<file path="config.mk">
export PLATFORM = sky130hd
export DESIGN_NAME = conv_engine
export DESIGN_NICKNAME = d
export VERILOG_FILES = /design/src/rtl/conv_pkg.sv /design/src/rtl/conv_mac.sv /design/src/rtl/conv_engine.sv
export SDC_FILE = /design/constraint.sdc
export NUM_CORES = 2
export LEC_CHECK = 0
export ABC_AREA = 1
export CAP_MARGIN = 20
export CORE_ASPECT_RATIO = 0.75
export CORE_MARGIN = 2
export CORE_UTILIZATION = 35
export DETAILED_ROUTE_END_ITERATION = 10
export HOLD_SLACK_MARGIN = 0.12
export PLACE_DENSITY = 0.45
export SLEW_MARGIN = 5
export SYNTH_ARGS = -nofsm -noshare
export SYNTH_HDL_FRONTEND = slang
export SYNTH_SLANG_ARGS = --single-unit
</file>
<file path="constraint.sdc">
create_clock -name clk -period 8.39 [get_ports clk]
set_input_delay 0.839 -clock clk [delete_from_list [all_inputs] [get_ports clk]]
set_output_delay 0.839 -clock clk [all_outputs]
set_load 0.02 [all_outputs]
</file>
<file path="src/rtl/conv_pkg.sv">
// conv_pkg: shared types for the conv_engine slice.
// Holds the FSM state enum, wr_sel encodings and the saturation helper.
package conv_pkg;

  typedef enum logic [1:0] {
    ST_IDLE = 2'd0,
    ST_MAC  = 2'd1,
    ST_EMIT = 2'd2,
    ST_DONE = 2'd3
  } state_e;

  localparam logic SEL_ACT = 1'b0;
  localparam logic SEL_WT  = 1'b1;

  // Clamp a signed value to the signed range of a dw-bit word.
  function automatic logic signed [63:0] sat_s(
    input logic signed [63:0] v,
    input int                 dw
  );
    logic signed [63:0] hi;
    logic signed [63:0] lo;
    hi = (64'sd1 <<< (dw - 1)) - 64'sd1;
    lo = -(64'sd1 <<< (dw - 1));
    if (v > hi) return hi;
    if (v < lo) return lo;
    return v;
  endfunction

endpackage

</file>
<file path="src/rtl/conv_mac.sv">
// conv_mac: signed multiply-accumulate, arithmetic shift and saturation.
// Ports: clk, rst (async high), clr, en, a, w -> result.
// Macro CONV_ENGINE_RELU_EN clamps negative results to zero.
module conv_mac
  import conv_pkg::*;
#(
  parameter int DATA_W = 16,
  parameter int FRAC_W = 8,
  parameter int ACC_W  = 40
) (
  input  logic              clk,
  input  logic              rst,
  input  logic              clr,
  input  logic              en,
  input  logic [DATA_W-1:0] a,
  input  logic [DATA_W-1:0] w,
  output logic [DATA_W-1:0] result
);

  logic signed [2*DATA_W-1:0] a_x;
  logic signed [2*DATA_W-1:0] w_x;
  logic signed [2*DATA_W-1:0] prod;
  logic signed [ACC_W-1:0]    prod_x;
  logic signed [ACC_W-1:0]    acc;
  logic signed [ACC_W-1:0]    sh;
  logic signed [63:0]         sat_v;
  logic        [DATA_W-1:0]   res;

  assign a_x    = (2*DATA_W)'($signed(a));
  assign w_x    = (2*DATA_W)'($signed(w));
  assign prod   = a_x * w_x;
  assign prod_x = ACC_W'(prod);

  always_ff @(posedge clk or posedge rst) begin
    if (rst) begin
      acc <= '0;
    end else if (clr) begin
      acc <= '0;
    end else if (en) begin
      acc <= acc + prod_x;
    end
  end

  assign sh    = acc >>> FRAC_W;
  assign sat_v = sat_s(64'(sh), DATA_W);
  assign res   = DATA_W'(sat_v);

`ifdef CONV_ENGINE_RELU_EN
  assign result = res[DATA_W-1] ? '0 : res;
`else
  assign result = res;
`endif

endmodule

</file>
<file path="src/rtl/conv_engine.sv">
// conv_engine: multi-channel 2-D convolution layer, one MAC per cycle.
// Ports: clk, rst, wr_*, start/busy/done, out_* stream (valid/ready).
// Macro CONV_ENGINE_RELU_EN (in conv_mac) zeroes negative results.
module conv_engine
  import conv_pkg::*;
#(
  parameter int DATA_W  = 16,
  parameter int FRAC_W  = 8,
  parameter int ACC_W   = 40,
  parameter int NUM_IN  = 2,
  parameter int NUM_OUT = 2,
  parameter int IN_DIM  = 8,
  parameter int K_DIM   = 3,
  parameter int STRIDE  = 1
) (
  input  logic              clk,
  input  logic              rst,
  input  logic              wr_en,
  input  logic              wr_sel,
  input  logic [15:0]       wr_addr,
  input  logic [DATA_W-1:0] wr_data,
  input  logic              start,
  output logic              busy,
  output logic              done,
  output logic              out_valid,
  input  logic              out_ready,
  output logic [DATA_W-1:0] out_data,
  output logic [15:0]       out_ch,
  output logic [15:0]       out_y,
  output logic [15:0]       out_x
);

  localparam int OUT_DIM = (IN_DIM - K_DIM) / STRIDE + 1;
  localparam int N_TAPS  = NUM_IN * K_DIM * K_DIM;
  localparam int A_DEPTH = NUM_IN * IN_DIM * IN_DIM;
  localparam int W_DEPTH = NUM_OUT * N_TAPS;
  localparam int A_AW    = (A_DEPTH > 1) ? $clog2(A_DEPTH) : 1;
  localparam int W_AW    = (W_DEPTH > 1) ? $clog2(W_DEPTH) : 1;

  state_e      state;
  logic [15:0] mac_cnt;
  logic [15:0] ci;
  logic [15:0] ky;
  logic [15:0] kx;
  logic [15:0] oc;
  logic [15:0] oy;
  logic [15:0] ox;

  logic [DATA_W-1:0] act_mem [A_DEPTH];
  logic [DATA_W-1:0] wt_mem  [W_DEPTH];
  logic [DATA_W-1:0] rd_a;
  logic [DATA_W-1:0] rd_w;
  logic [A_AW-1:0]   a_addr;
  logic [W_AW-1:0]   w_addr;

  logic a_we;
  logic w_we;
  logic kx_end;
  logic ky_end;
  logic ci_end;
  logic ox_end;
  logic oy_end;
  logic oc_end;
  logic mac_last;
  logic mac_clr;
  logic mac_en;

  assign busy      = (state != ST_IDLE);
  assign done      = (state == ST_DONE);
  assign out_valid = (state == ST_EMIT);
  assign out_ch    = oc;
  assign out_y     = oy;
  assign out_x     = ox;

  assign a_we = wr_en && !busy && (wr_sel == SEL_ACT)
             && (32'(wr_addr) < A_DEPTH);
  assign w_we = wr_en && !busy && (wr_sel == SEL_WT)
             && (32'(wr_addr) < W_DEPTH);

  assign a_addr = A_AW'(
    (int'(ci) * IN_DIM + int'(oy) * STRIDE + int'(ky)) * IN_DIM
    + int'(ox) * STRIDE + int'(kx));
  assign w_addr = W_AW'(
    ((int'(oc) * NUM_IN + int'(ci)) * K_DIM + int'(ky)) * K_DIM
    + int'(kx));

  assign kx_end   = (kx == 16'(K_DIM - 1));
  assign ky_end   = (ky == 16'(K_DIM - 1));
  assign ci_end   = (ci == 16'(NUM_IN - 1));
  assign ox_end   = (ox == 16'(OUT_DIM - 1));
  assign oy_end   = (oy == 16'(OUT_DIM - 1));
  assign oc_end   = (oc == 16'(NUM_OUT - 1));
  assign mac_last = (mac_cnt == 16'(N_TAPS));

  // Cycle 0 of an output clears the accumulator while tap 0 is read;
  // cycles 1..N_TAPS consume the registered read data.
  assign mac_clr = (state == ST_MAC) && (mac_cnt == 16'd0);
  assign mac_en  = (state == ST_MAC) && (mac_cnt != 16'd0);

  // Memories are deliberately left out of reset.
  always_ff @(posedge clk) begin
    if (a_we) act_mem[wr_addr[A_AW-1:0]] <= wr_data;
    if (w_we) wt_mem[wr_addr[W_AW-1:0]]  <= wr_data;
    if (state == ST_MAC) begin
      rd_a <= act_mem[a_addr];
      rd_w <= wt_mem[w_addr];
    end
  end

  always_ff @(posedge clk or posedge rst) begin
    if (rst) begin
      state   <= ST_IDLE;
      mac_cnt <= '0;
      ci      <= '0;
      ky      <= '0;
      kx      <= '0;
      oc      <= '0;
      oy      <= '0;
      ox      <= '0;
    end else begin
      unique case (state)
        ST_IDLE: begin
          if (start) begin
            state   <= ST_MAC;
            mac_cnt <= '0;
            ci      <= '0;
            ky      <= '0;
            kx      <= '0;
            oc      <= '0;
            oy      <= '0;
            ox      <= '0;
          end
        end
        ST_MAC: begin
          if (mac_last) begin
            state   <= ST_EMIT;
            mac_cnt <= '0;
          end else begin
            mac_cnt <= mac_cnt + 16'd1;
            // Tap walk wraps back to 0 after the last issue.
            if (!kx_end) begin
              kx <= kx + 16'd1;
            end else begin
              kx <= '0;
              if (!ky_end) begin
                ky <= ky + 16'd1;
              end else begin
                ky <= '0;
                ci <= ci_end ? 16'd0 : ci + 16'd1;
              end
            end
          end
        end
        ST_EMIT: begin
          if (out_ready) begin
            if (oc_end && oy_end && ox_end) begin
              state <= ST_DONE;
              oc    <= '0;
              oy    <= '0;
              ox    <= '0;
            end else begin
              state <= ST_MAC;
              if (!ox_end) begin
                ox <= ox + 16'd1;
              end else begin
                ox <= '0;
                if (!oy_end) begin
                  oy <= oy + 16'd1;
                end else begin
                  oy <= '0;
                  oc <= oc + 16'd1;
                end
              end
            end
          end
        end
        ST_DONE: state <= ST_IDLE;
        default: state <= ST_IDLE;
      endcase
    end
  end

  conv_mac #(
    .DATA_W(DATA_W),
    .FRAC_W(FRAC_W),
    .ACC_W (ACC_W)
  ) u_mac (
    .clk   (clk),
    .rst   (rst),
    .clr   (mac_clr),
    .en    (mac_en),
    .a     (rd_a),
    .w     (rd_w),
    .result(out_data)
  );

endmodule

</file>
==> results.yml <==
clock_tree:
  ctsResizeCount: 0
  clk_pin_slew_worst_paths_ns: 0.06
  cts-buffers-inserted: 305
  root_buffer: "clkbuf_16"
  cts_max_path_buffers: 4
  h-tree-depth: 5
  cts_tree: "done"
  cts_setup_buffers: 0
  cts_sinks: 2810
  ctsHoldBuffers: 0
  worstSkewPairLatency_ns: 0.96
routing:
  num_vias: 88800
  route.detailed.drc: 0
  wire_per_inst_um: 23.8
  drtAntennaViolNets: 0
  routed_wl_um: 412000
  drt_iter0_drc: 8861
  via_per_inst: 5.12
  dr.pass1.iters: 6
layout:
  layout_common_cells: "nand2_1 (3770), edfxtp_1 (2656), nand3_1 (2207), inv_1 (814), nor2_1 (563)"
  fillers: 35900
  syn2layout_area_growth_pct: 12.4
  final_common_cell: "nand2_1"
  nets: 12700
  regArea_sq_um: 83600
  drive_above_1_share_pct: 6.35
  multi_input_area_sq_um: 40900
yosys:
  synthFlopType: "edfxtp_1"
  mappedNetlistNets: 12700
  syn_inst: 12100
  synth_edf_count: 2656
  yosysUniqueCellTypes: 58
  yosys_warnings: 0
  ys_seq_elements: 2810
  yosysTopAreaCell: "edfxtp_1"
  yosysTopAreaCellShare_pct: 61.1
  async_flop_share_pct: 5.48
  yosysSeqAreaShare_pct: 64.0
  syn_avg_cell_area_sq_um: 10.8
  netlist_area_sq_um: 131000
  ys_top_cells_by_area: "edfxtp_1 (61%), nand2_1 (11%), nand3_1 (8.5%)"
die:
  start_util_pct: 35.1
  die_y_um: 533
  dieArea_sq_um: 378000
  num_io_pins: 105
  die_width_um: 709
  rows: 194
  core_region_area_sq_um: 372000
global_routing:
  grt_pass1_wl_um: 601000
  track_usage_pct: 21.4
  grt_max_degree: 193
  grt_pass1_vias: 84900
  overflow: 0
  antenna_found_initial: 18
placed_design:
  placement.io_buffers: 104
  place_congestion: 0.851
  place_ws_ns: 1.71
  dp_hpwl_um: 246000
critical_path:
  critPathArrivalTime_ns: 7.50
  critical_path.most_common_cell: "fa_1"
  cpMaxStageDelayCell: "fa_1"
  crit_family: "adder cells"
  critPathLaunchType: "flip-flop"
  setup.worst_path.class: "reg2reg"
  worstPathMaxFanout: 16
  crit_required_ns: 9.22
  worst-path-buf-inv: 5
  path_cells: "nand2_1 -> inv_1 -> fa_1 -> fa_1 -> inv_1 -> fa_1 -> fa_1 -> inv_1 -> fa_1 -> inv_1 -> fa_1 -> inv_1 -> ha_1 -> nand2_1 -> nor2_1 -> nand2_1 -> nor2_1 -> nand3_1 -> nand3_1 -> nand2_1 -> nand3_1 -> nand2_1"
  critPathCaptureType: "flip-flop"
  max_stage_delay_ns: 0.78
sta:
  maxSlewHeadroom_pct: 19.0
  worst_pin_slew_ns: 1.21
  rsz0062_at_grt: "false"
  fmax_ghz: 0.150
  final_hold_viol_count: 0
  setup_slack_ns: 1.73
  setup_tns_ns: 0
  final-setup-viol-count: 0
  maxSlewViolCount: 0
  clock_skew_ns: 0.0815
  fin_crit_sh_pct: 79.4
  layout_min_cycle_time_ns: 6.66
job:
  maxCapViolCount: 0
power:
  p_leak_nw: 55.9
  power_density_nw_per_um2: 237
  ir_drop_v: 0.000184
status:
  outcome: "completed"
worst_hold_path:
  hp-class: "in2reg"
through the flow:
stage	hold WS [ns]	utilization, %	total power (W)	instances	cell area [sq um]
after floorplan	0.453	-	0.0198	12100	131000
after detailed placement	0.497	36.9	0.0220	16800	137000
after global placement	0.480	36.9	0.0221	16800	137000
after CTS	0.243	39.5	0.0352	17400	147000
final	0.311	39.5	0.0349	17400	147000
after global routing	0.278	39.5	0.0366	17400	147000
flip-flops by register name, indices dropped and copies added (netlist names):
name	cells
out_ch	16
state	2
rd_w	16
wt_mem	576
ky	16
act_mem	2048
u_mac.acc	40
rd_a	16
out_y	16
kx	16
out_x	16
mac_cnt	16
ci	16
metal layers:
layer	track usage [%]	vias up	share of wire, %
met1	33.6	44400	49
li1	-	41100	-
met3	4.16	450	7.7
met2	30.5	2813	42
met4	4.04	4	1.8
met5	0	-	0.0058
logic make-up after synthesis:
group	count (synthesis)	share of synthesized area (%)
XOR/XNOR	67	0.477
flip-flops	2810	64.0
AND/OR/NAND/NOR	6770	22.0
AO/OA/AOI/OAI	466	1.90
adder cells (fa/ha/maj)	502	6.80
buffers and inverters	1502	4.78
cell type report:
type	instances	share of cell area, %
inverter	834	2.17
sequential	2810	56.9
tap	4998	4.26
multi-input combinational	7805	27.9
timing repair buffer	373	2.34
clock buffer	381	5.46
antenna	5	0.00852
clock inverter	153	0.960
final timing paths:
path	to	depth (start not counted)	slack [ns]	start
setup / recovery	u_mac.acc[37]	22	1.73	rd_w[1]
hold / removal	act_mem[13][14]	1	0.31	wr_data[14]
setup reg to reg	u_mac.acc[37]	22	1.73	rd_w[1]
hold reg to reg	ky[15]	2	0.51	ky[15]
max in group asynchronous	ci[15]	3	6.37	rst
min in group asynchronous	out_x[13]	2	0.45	rst
power by group:
group	switching (W)	internal [W]	total [W]	leakage (nW)
sequential	0.000190	0.0155	0.0157	25.7
combinational	0.00408	0.00197	0.00605	25.6
clock	0.00573	0.00741	0.0131	4.60
worst register-to-register path, delay by kind of cell, from the launching register on:
family	cells	cell delay (ns)
simple gates	10	1.25
flops	1	0.67
buf+inv	5	0.65
fa+ha+maj	7	3.98
cell usage after synthesis, drive strengths merged, types with 12 or more instances:
| library cell | n |
|---|---|
| buf | 473 |
| dfrtp | 154 |
| o21ai | 284 |
| a21oi | 122 |
| nand3 | 2209 |
| xor2 | 45 |
| fa | 346 |
| clkbuf | 195 |
| o22ai | 19 |
| nor3 | 51 |
| nor4 | 24 |
| nor2 | 603 |
| inv | 832 |
| nand3b | 12 |
| edfxtp | 2656 |
| nand2 | 3784 |
| ha | 156 |
| xnor2 | 20 |
| nand4 | 70 |
No activity file was read; power rests on OpenSTA's default activity.
